## src/rtl/jtopl_csr_wr.sv

```systemverilog
// jtopl_csr_wr: host register write sequencer for the OPL operator shift store.
// A host write is latched, then released to the circular register store as a
// three-stage strobe sequence (stage I, II, IV) aligned to the target operator slot.
// Optional feature: define JTOPL_CSR_WR_WAV_EN to decode field 7 (waveform select).
module jtopl_csr_wr #(
    parameter int unsigned LEN = 18
) (
    input  logic       clk,
    input  logic       rst,
    input  logic       cen,
    input  logic       wr,
    input  logic [7:0] addr,
    input  logic [7:0] wdata,
    output logic       busy,
    output logic [7:0] din,
    output logic       up_mult,
    output logic       up_ksl_tl,
    output logic       up_ar_dr,
    output logic       up_sl_rr,
    output logic       up_wav,
    output logic       update_op_I,
    output logic       update_op_II,
    output logic       update_op_IV,
    output logic [4:0] slot
);

    typedef enum logic [1:0] {StIdle, StWait, StSeq} state_e;

    localparam logic [4:0] SlotLast = 5'(LEN - 1);

    state_e     state_q;
    logic [4:0] slot_q;
    logic [4:0] tgt_q;
    logic [1:0] stage_q;
    logic       busy_q;
    logic [7:0] din_q;
    // One bit per field: {wav, sl_rr, ar_dr, ksl_tl, mult}
    logic [4:0] up_q;

    logic [4:0] fld_sel;
    logic       fld_valid;
    logic       op_valid;
    logic [4:0] tgt;

    // Decode the field select and target slot of the incoming host address
    always_comb begin
        fld_sel = 5'b0;
        case (addr[7:5])
            3'd1:    fld_sel[0] = 1'b1;
            3'd2:    fld_sel[1] = 1'b1;
            3'd3:    fld_sel[2] = 1'b1;
            3'd4:    fld_sel[3] = 1'b1;
`ifdef JTOPL_CSR_WR_WAV_EN
            3'd7:    fld_sel[4] = 1'b1;
`endif
            default: fld_sel = 5'b0;
        endcase
        fld_valid = |fld_sel;
        // Three groups of six operators; op codes 6,7 and group 3 do not exist
        op_valid  = (addr[2:0] <= 3'd5) && (addr[4:3] != 2'd3);
        tgt       = ({3'b0, addr[4:3]} * 5'd6) + {2'b0, addr[2:0]};
    end

    // Slot counter and write sequencing FSM with registered outputs
    always_ff @(posedge clk) begin
        if (!rst) begin
            state_q <= StIdle;
            slot_q  <= 5'd0;
            tgt_q   <= 5'd0;
            stage_q <= 2'd0;
            busy_q  <= 1'b0;
            din_q   <= 8'd0;
            up_q    <= 5'd0;
        end else begin
            if (cen) begin
                slot_q <= (slot_q == SlotLast) ? 5'd0 : slot_q + 5'd1;
            end
            unique case (state_q)
                StIdle: begin
                    // Writes are sampled on every edge; invalid ones are dropped silently
                    if (wr && fld_valid && op_valid) begin
                        din_q   <= wdata;
                        up_q    <= fld_sel;
                        tgt_q   <= tgt;
                        busy_q  <= 1'b1;
                        state_q <= StWait;
                    end
                end
                StWait: begin
                    // Matching only starts after the latch edge, so a write that
                    // arrives on its own slot waits a whole revolution
                    if (cen && (slot_q == tgt_q)) begin
                        stage_q <= 2'd0;
                        state_q <= StSeq;
                    end
                end
                StSeq: begin
                    if (cen) begin
                        if (stage_q == 2'd2) begin
                            busy_q  <= 1'b0;
                            up_q    <= 5'd0;
                            state_q <= StIdle;
                        end else begin
                            stage_q <= stage_q + 2'd1;
                        end
                    end
                end
                default: state_q <= StIdle;
            endcase
        end
    end

    // Stage strobes are qualified by cen so they are one clk wide and never
    // fire in a frozen cycle; rst gating keeps them quiet during reset
    always_comb begin
        update_op_I  = rst && cen && (state_q == StWait) && (slot_q == tgt_q);
        update_op_II = rst && cen && (state_q == StSeq) && (stage_q == 2'd0);
        update_op_IV = rst && cen && (state_q == StSeq) && (stage_q == 2'd2);
    end

    assign busy      = busy_q;
    assign din       = din_q;
    assign slot      = slot_q;
    assign up_mult   = up_q[0];
    assign up_ksl_tl = up_q[1];
    assign up_ar_dr  = up_q[2];
    assign up_sl_rr  = up_q[3];
`ifdef JTOPL_CSR_WR_WAV_EN
    assign up_wav    = up_q[4];
`else
    // Field 7 never decodes, so this bit stays at zero
    logic unused_wav;
    assign unused_wav = up_q[4];
    assign up_wav     = 1'b0;
`endif

endmodule

```

## config.mk

```make
export PLATFORM = sky130hd
export DESIGN_NAME = jtopl_csr_wr
export DESIGN_NICKNAME = d
export VERILOG_FILES = /design/src/rtl/jtopl_csr_wr.sv
export SDC_FILE = /design/constraint.sdc
export NUM_CORES = 1
export LEC_CHECK = 0
export BUFFER_PORTS_ARGS = -buffer_cell sky130_fd_sc_hd__buf_2
export CAP_MARGIN = 20
export CORE_ASPECT_RATIO = 0.5
export CORE_MARGIN = 5
export CORE_UTILIZATION = 45
export CTS_BUF_LIST = sky130_fd_sc_hd__clkbuf_8
export DETAILED_ROUTE_END_ITERATION = 10
export PLACE_DENSITY = 0.75
export SYNTH_ARGS = -nofsm -noshare
export SYNTH_HDL_FRONTEND = slang
export SYNTH_SLANG_ARGS = --single-unit
```

## constraint.sdc

```tcl
create_clock -name clk -period 1.9 [get_ports clk]
set_input_delay 0.475 -clock clk [delete_from_list [all_inputs] [get_ports clk]]
set_output_delay 0.475 -clock clk [all_outputs]
set_load 0.01 [all_outputs]
```

==> metrics.yaml, run 1 <==
die:
  die_width_um: 88.5
  design.die.area_um2: 4360
  floorplan_row_count: 14
  start_util: 0.466
  fp.dieH_um: 49.2
  floorplan.core_area_um2: 2980
  ios: 42
grt:
  wire_length_of_the_first_global_routing_pass_mm: 5.44
  grt_remaining_overflow: 0
  number_of_global_route_vias_before_repair: 1200
  groute.usage.overall: 0.156
  maximum_number_of_pins_on_one_net_before_global_route_repair: 19
  grt_antenna_before_repair: 0
clock_tree:
  cts_inserted_buffers: 3
  cts-htree-levels: 1
  worst_skew_pair.late_latency_ns: 0.27
  cts_root_buf: "sky130_fd_sc_hd__clkbuf_8"
  numClockSinks: 27
  clkTransAtPathRegs_ns: 0.09
  cts_max_path_buffers: 2
  tritoncts: "done"
logic_synthesis:
  netlist_instances: 147
  synth_largest_type_area_fraction: 0.390
  synth-async-reset-ratio: 0
  yosysTopAreaCell: "sky130_fd_sc_hd__dfxtp_1"
  syn-num-nets: 177
  netlist-cell-type-count: 38
  cell_area_synth_um2: 1390
  synth_top_cells_by_area: "sky130_fd_sc_hd__dfxtp_1 (39%), sky130_fd_sc_hd__mux2i_1 (8.7%), sky130_fd_sc_hd__ha_1 (8.1%), sky130_fd_sc_hd__nor2_1 (5.1%), sky130_fd_sc_hd__xnor2_1 (3.8%)"
  syn_avg_cell_area_um2: 9.43
  yosys_most_used_dff: "sky130_fd_sc_hd__dfxtp_1"
  ys.warnings.count: 0
  synth-edff-count: 0
  ys_seq_elements: 27
  synth.yosys.seq_area_share: 0.390
timing:
  final_max_slew_viol_count: 0
  clock-skew-final_ns: 0.00262
  layout_setup_ws_ns: -0.158
  finalWorstPathRequiredPeriod_ns: 2.06
  grt_setup_unrepaired: "yes"
  fin_crit_sh: 1.08
  timing.setup.tns_ns: -0.309
  setup_viol_count_final: 2
  hold_violations: 0
  final.hold.worst_slack_ns: 0.428
  max_clock_freq_mhz: 486
setup_path:
  cp.arrival_ns: 1.58
  crit_path_max_fanout: 2
  timing.critical_path.from_type: "flop"
  critPathCaptureType: "output pin"
  timing.critical_path.cells: "xnor2_2 > nand3_2 > nor4b_4 > and2_1 > buf_2"
  critical_path.reg2reg.startpoint: "slot[3]$_SDFFE_PN0P_"
  reg2reg_to: "state_q[0]$_SDFFE_PN0P_"
  timing.critical_path.to: "update_op_I"
  timing.critical_path.slowest_stage_cell: "sky130_fd_sc_hd__dfxtp_2"
  cpPeakStageDelay_ns: 0.34
  worst-endpoint-required_ns: 1.42
  worst-r2r-cell-count: 11
  crit_path_start: "slot[3]$_SDFFE_PN0P_"
  timing.setup.critical_path_class: "reg2out"
  rrSetupSlack_ns: -0.15
pwr:
  power.density_cell_area_nw_per_um2: 638
  irDropWorstVdd_mv: 0.332
  leakage_power_uw: 0.000955
  total_power_uw: 1200
placed_design:
  detailedPlacementHpwl_mm: 2.25
  io_buffer_count: 40
  dpl_cell_area_um2: 1670
  gp_congestion: 0.767
final_layout:
  postLayoutCellArea_um2: 1870
  fin_nets: 240
  flow.area_growth_from_synthesis_pct: 35.2
  antenna_cells_inserted: 0
  fillCellCount: 255
  seq_area_um2: 546
  multi_input_logic_area_um2: 820
  post_route_cells_drive_above_1_share: 0.388
detailed_routing:
  antenna_left: 0
  routedWlPerCell_um: 13.3
  dr.pass1.iters: 4
  detail_route.vias_per_cell: 5.17
  post-route-drc-count: 0
  routed-via-count: 1288
  drt_first_iter_violations: 60
  wl_mm: 3.32
run:
  cap_violations: 0
worst_hold_path:
  hp-start: "wdata[6]"
  timing.hold.worst.class: "in2reg"
status:
  violated_checks: "setup timing"
  status: "finished with violations"
==> final cells by class <==
cell class | count | area share
Timing Repair Buffer | 65 | 0.207
Tap cell | 40 | 0.0267
Sequential cell | 27 | 0.291
Inverter | 7 | 0.0140
Multi-Input combinational cell | 106 | 0.437
Clock inverter | 1 | 0.00200
Clock buffer | 3 | 0.0220
==> timing repair <==
action                                  4_1_cts  5_1_grt
pin swaps                                     5        1
resized for setup                             7        4
setup buffers                                13        2
endpoints found under the setup margin        1        2
hold buffers                                  0        0
==> worst min-delay path by stage <==
| stage | endpoint | slack (ns) | depth (start not counted) |
|---|---|---|---|
| final | din[6]$_SDFFE_PN0P_ | 0.43 | 3 |
| after global routing | din[3]$_SDFFE_PN0P_ | 0.43 | 3 |
| after CTS | din[6]$_SDFFE_PN0P_ | 0.42 | 3 |
| after detailed placement | stage_q[0]$_SDFFE_PN0P_ | 0.46 | 2 |
| after global placement | stage_q[0]$_SDFFE_PN0P_ | 0.45 | 2 |
| after floorplan | stage_q[0]$_SDFFE_PN0P_ | 0.44 | 2 |
==> report_power, final <==
group          internal [uW]  switching, uW  total [uW]  leakage, uW
sequential               592           21.5         614     0.000221
clock                    145            169         314    0.0000269
combinational            139            129         269     0.000707
total                    877            320        1200     0.000955
==> logic make-up (layout without fill, tap and decap cells) <==
| kind of cell | Yosys count | in the layout | share of synthesized area |
|---|---|---|---|
| AO/OA/AOI/OAI | 18 | 18 | 0.0866 |
| flip-flops | 27 | 27 | 0.390 |
| adder cells (fa/ha/maj) | 10 | 10 | 0.0957 |
| buffers and inverters | 14 | 76 | 0.0478 |
| XOR/XNOR | 11 | 11 | 0.0695 |
| AND/OR/NAND/NOR | 54 | 54 | 0.221 |
| multiplexers | 12 | 12 | 0.0866 |
| other | 1 | 1 | 0.00270 |
==> metal layers <==
layer / GRT usage / vias to the layer above / wire length, um
li1: - / 632 / -
met1: 0.186 / 602 / 1390
met2: 0.269 / 50 / 1650
met3: 0.0337 / 4 / 234
met4: 0.0653 / 0 / 42
met5: 0 / - / 0
==> worst max-delay path: cells and delay by family (launching register included) <==
kind | cells | cell delay [ns]
buf+inv | 1 | 0.12
xor+xnor | 1 | 0.23
simple gates | 3 | 0.62
flops | 1 | 0.34
==> state kept, by name (all words and copies together), names as in the netlist <==
| signal | count |
|---|---|
| stage_q | 2 |
| din | 8 |
| up_q | 4 |
| state_q | 2 |
| busy | 1 |
| slot | 5 |
| tgt_q | 5 |
==> per-stage QoR <==
step	cells	utilization	setup slack [ns]
6_report	249	0.629	-0.158
5_1_grt	249	0.629	-0.237
4_1_cts	247	0.622	-0.0892
3_5_place_dp	230	0.561	0.0347
3_3_place_gp	230	0.561	0.0664
2_1_floorplan	147	-	0.143
==> cell usage in the layout (no fill, tap or decap), types with 2 or more instances in the layout <==
cell type                   n
sky130_fd_sc_hd__nand4b_1   2
sky130_fd_sc_hd__nor2_1    19
sky130_fd_sc_hd__nor4b_4    2
sky130_fd_sc_hd__o31ai_1    2
sky130_fd_sc_hd__buf_2     40
sky130_fd_sc_hd__clkbuf_8   3
sky130_fd_sc_hd__dfxtp_1   23
sky130_fd_sc_hd__o21a_1     3
sky130_fd_sc_hd__xnor2_2    2
sky130_fd_sc_hd__xnor2_1    4
sky130_fd_sc_hd__nand4_1    5
sky130_fd_sc_hd__nand2_1    6
sky130_fd_sc_hd__buf_4     25
sky130_fd_sc_hd__dfxtp_2    4
sky130_fd_sc_hd__ha_1       9
sky130_fd_sc_hd__a21oi_1    6
sky130_fd_sc_hd__xor2_1     5
sky130_fd_sc_hd__nor2b_1    2
sky130_fd_sc_hd__mux2i_1   12
sky130_fd_sc_hd__inv_1      8
sky130_fd_sc_hd__nand3_1    5
sky130_fd_sc_hd__and3_1     3
==> synthesized netlist by cell type (2+ instances only) <==
cell,instances
sky130_fd_sc_hd__dfxtp_1,27
sky130_fd_sc_hd__nor2_1,19
sky130_fd_sc_hd__mux2i_1,12
sky130_fd_sc_hd__ha_1,9
sky130_fd_sc_hd__inv_1,7
sky130_fd_sc_hd__nand2_1,7
sky130_fd_sc_hd__a21oi_1,6
sky130_fd_sc_hd__nand3_1,6
sky130_fd_sc_hd__xnor2_1,6
sky130_fd_sc_hd__nand4_1,5
sky130_fd_sc_hd__xor2_1,5
sky130_fd_sc_hd__and3_1,3
sky130_fd_sc_hd__clkbuf_1,3
sky130_fd_sc_hd__nor2b_1,3
sky130_fd_sc_hd__o21a_1,3
sky130_fd_sc_hd__buf_2,2
sky130_fd_sc_hd__nand4b_1,2
sky130_fd_sc_hd__o31ai_1,2
Power figures use the tool's default switching activity.
==> inputs of run 2 (changes only) <==
--- a/config.mk
+++ b/config.mk
@@ -13,6 +13,7 @@
 export CTS_BUF_LIST = sky130_fd_sc_hd__clkbuf_8
 export DETAILED_ROUTE_END_ITERATION = 10
 export PLACE_DENSITY = 0.75
+export SKIP_LAST_GASP = 1
 export SYNTH_ARGS = -nofsm -noshare
 export SYNTH_HDL_FRONTEND = slang
 export SYNTH_SLANG_ARGS = --single-unit
==> run 2 against run 1 <==
Effect of this change: the run still ends with setup timing left; global-route usage unchanged; clock skew about the same; die area unchanged; largest cell class unchanged; cell area decreased by 0.27%; via count grew 0.23%; combinational power about the same; clock-buffer cell count unchanged; critical endpoint unchanged; cell count did not move; hold slack got worse by 0.0015 ns; clock power is essentially flat; sequential cell count unchanged.
==> metrics.yaml, run 2 (same netlist as run 1, synthesis figures left out) <==
grt:
  grt_antenna_before_repair: 0
  number_of_global_route_vias_before_repair: 1200
  groute.usage.overall: 0.156
  grt_remaining_overflow: 0
  maximum_number_of_pins_on_one_net_before_global_route_repair: 19
  wire_length_of_the_first_global_routing_pass_mm: 5.44
setup_path:
  worst-r2r-cell-count: 11
  timing.setup.critical_path_class: "reg2out"
  critPathCaptureType: "output pin"
  timing.critical_path.max_delay_family: "simple AND/OR/NAND/NOR gates"
  critical_path.reg2reg.startpoint: "tgt_q[3]$_SDFFE_PN0P_"
  cpPeakStageDelay_ns: 0.35
  worst-endpoint-required_ns: 1.42
  timing.critical_path.cells: "xnor2_1 > nand2_1 > nor4b_4 > and2_1 > buf_2"
  crit_path_max_fanout: 3
  timing.critical_path.from_type: "flop"
  rrSetupSlack_ns: -0.18
  reg2reg_to: "state_q[0]$_SDFFE_PN0P_"
  timing.critical_path.buf_inv: 1
  timing.critical_path.slowest_stage_cell: "sky130_fd_sc_hd__dfxtp_1"
  cp.arrival_ns: 1.67
placed_design:
  place_inst: 230
  preCtsSetupSlack_ns: 0.0347
  gp_congestion: 0.767
  io_buffer_count: 40
  detailedPlacementHpwl_mm: 2.25
pwr:
  total_power_uw: 1200
  power.density_cell_area_nw_per_um2: 642
  irDropWorstVdd_mv: 0.333
  leakage_power_uw: 0.000955
clock_tree:
  cts_max_path_buffers: 2
  cts_inserted_buffers: 3
  clkTransAtPathRegs_ns: 0.09
  cts_root_buf: "sky130_fd_sc_hd__clkbuf_8"
  numClockSinks: 27
  cts-htree-levels: 1
  worst_skew_pair.late_latency_ns: 0.27
  cts-hold-fix-buffers: 0
  tritoncts: "done"
worst_hold_path:
  hp-start: "wdata[6]"
  min_path_cells: 3
  timing.hold.worst.class: "in2reg"
  hold-path-endpoint: "din[6]$_SDFFE_PN0P_"
detailed_routing:
  routedWlPerCell_um: 14.1
  drt_first_iter_violations: 59
  met3RoutedLength_um: 192
  dr.pass1.iters: 4
  antenna_left: 0
  routed-via-count: 1291
  detailroute.wirelength.met2_mm: 1.77
  post-route-drc-count: 0
  wirelength_met1_mm: 1.47
  detail_route.vias_per_cell: 5.18
  topRoutingLayerUsed: "met4"
  wl_mm: 3.52
final_layout:
  antenna_cells_inserted: 0
  post_route_cells_drive_above_1_share: 0.373
  final_instance_count_without_filler_cells: 249
  fin_nets: 240
  mostFrequentLayoutCells: "sky130_fd_sc_hd__buf_2 (40), sky130_fd_sc_hd__dfxtp_1 (25), sky130_fd_sc_hd__buf_4 (25)"
  layout.cells.most_common: "sky130_fd_sc_hd__buf_2"
  flow.area_growth_from_synthesis_pct: 34.8
  largest_register_ffs: 8
  final_core_occ: 0.628
timing:
  clock-skew-final_ns: 0.00280
  fin_crit_sh: 1.13
  max_clock_freq_mhz: 467
  hold_violations: 0
  layout_setup_ws_ns: -0.242
  setup_viol_count_final: 2
  grt_setup_unrepaired: "yes"
  finalWorstPathRequiredPeriod_ns: 2.14
  timing.setup.tns_ns: -0.420
  final_max_slew_viol_count: 0
die:
  design.die.area_um2: 4360
  die_width_um: 88.5
  floorplan_row_count: 14
  floorplan.core_area_um2: 2980
  start_util: 0.466
  ios: 42
  fp.dieH_um: 49.2
status:
  status: "finished with violations"
  violated_checks: "setup timing"
run:
  cap_violations: 0
## run 2: changes by cell type in the layout (fill, tap and decap cells not counted)
| cell | change |
|---|---|
| sky130_fd_sc_hd__dfxtp_1 | +2 |
| sky130_fd_sc_hd__dfxtp_2 | -2 |
| sky130_fd_sc_hd__nand2_1 | +1 |
| sky130_fd_sc_hd__nand2_2 | -1 |
## run 2: worst min-delay path, delay by kind of cell
family | cells | cell delay [ns]
buf+inv | 1 | 0.07
simple gates | 1 | 0.07
mux | 1 | 0.05
## run 2: per-stage QoR
stage	instance area (um^2)	hold slack (ns)
3_5_place_dp	1670	0.458
5_1_grt	1870	0.430
4_1_cts	1850	0.423
2_1_floorplan	1390	0.435
6_report	1870	0.426
3_3_place_gp	1670	0.446
## run 2: final cells by class
cell class                      instances  area (um^2)
Clock inverter                          1         3.75
Multi-Input combinational cell        106          817
Sequential cell                        27          543
Clock buffer                            3         41.3
Tap cell                               40         50.0
Timing Repair Buffer                   65          388
Inverter                                7         26.3
Fill cell                             262         1110
## run 2: what timing repair did
item,in CTS,in global routing
gates resized for setup,7,1
endpoints found under the setup margin,1,2
buffers inserted,13,2
pin swaps,5,1
## run 2: layer usage
metal,up-vias,track usage
met5,-,0
met4,0,0.0653
met3,10,0.0337
met2,39,0.269
met1,611,0.186
li1,631,-
## run 2: how the worst max path moves through the flow
stage	start	to	slack [ns]	cells after the start
finish	slot[4]$_SDFFE_PN0P_	update_op_I	-0.24	5
global route	slot[4]$_SDFFE_PN0P_	update_op_I	-0.29	5
CTS	tgt_q[0]$_SDFFE_PN0P_	update_op_I	-0.09	5
detailed placement	slot[0]$_SDFFE_PN0P_	update_op_I	0.03	5
global placement	slot[0]$_SDFFE_PN0P_	update_op_I	0.07	5
floorplan	cen	update_op_I	0.14	4
## run 2: power breakdown
| group | internal (uW) | switching, uW | total (uW) |
|---|---|---|---|
| combinational | 139 | 132 | 271 |
| sequential | 592 | 22.4 | 614 |
| clock | 145 | 170 | 315 |
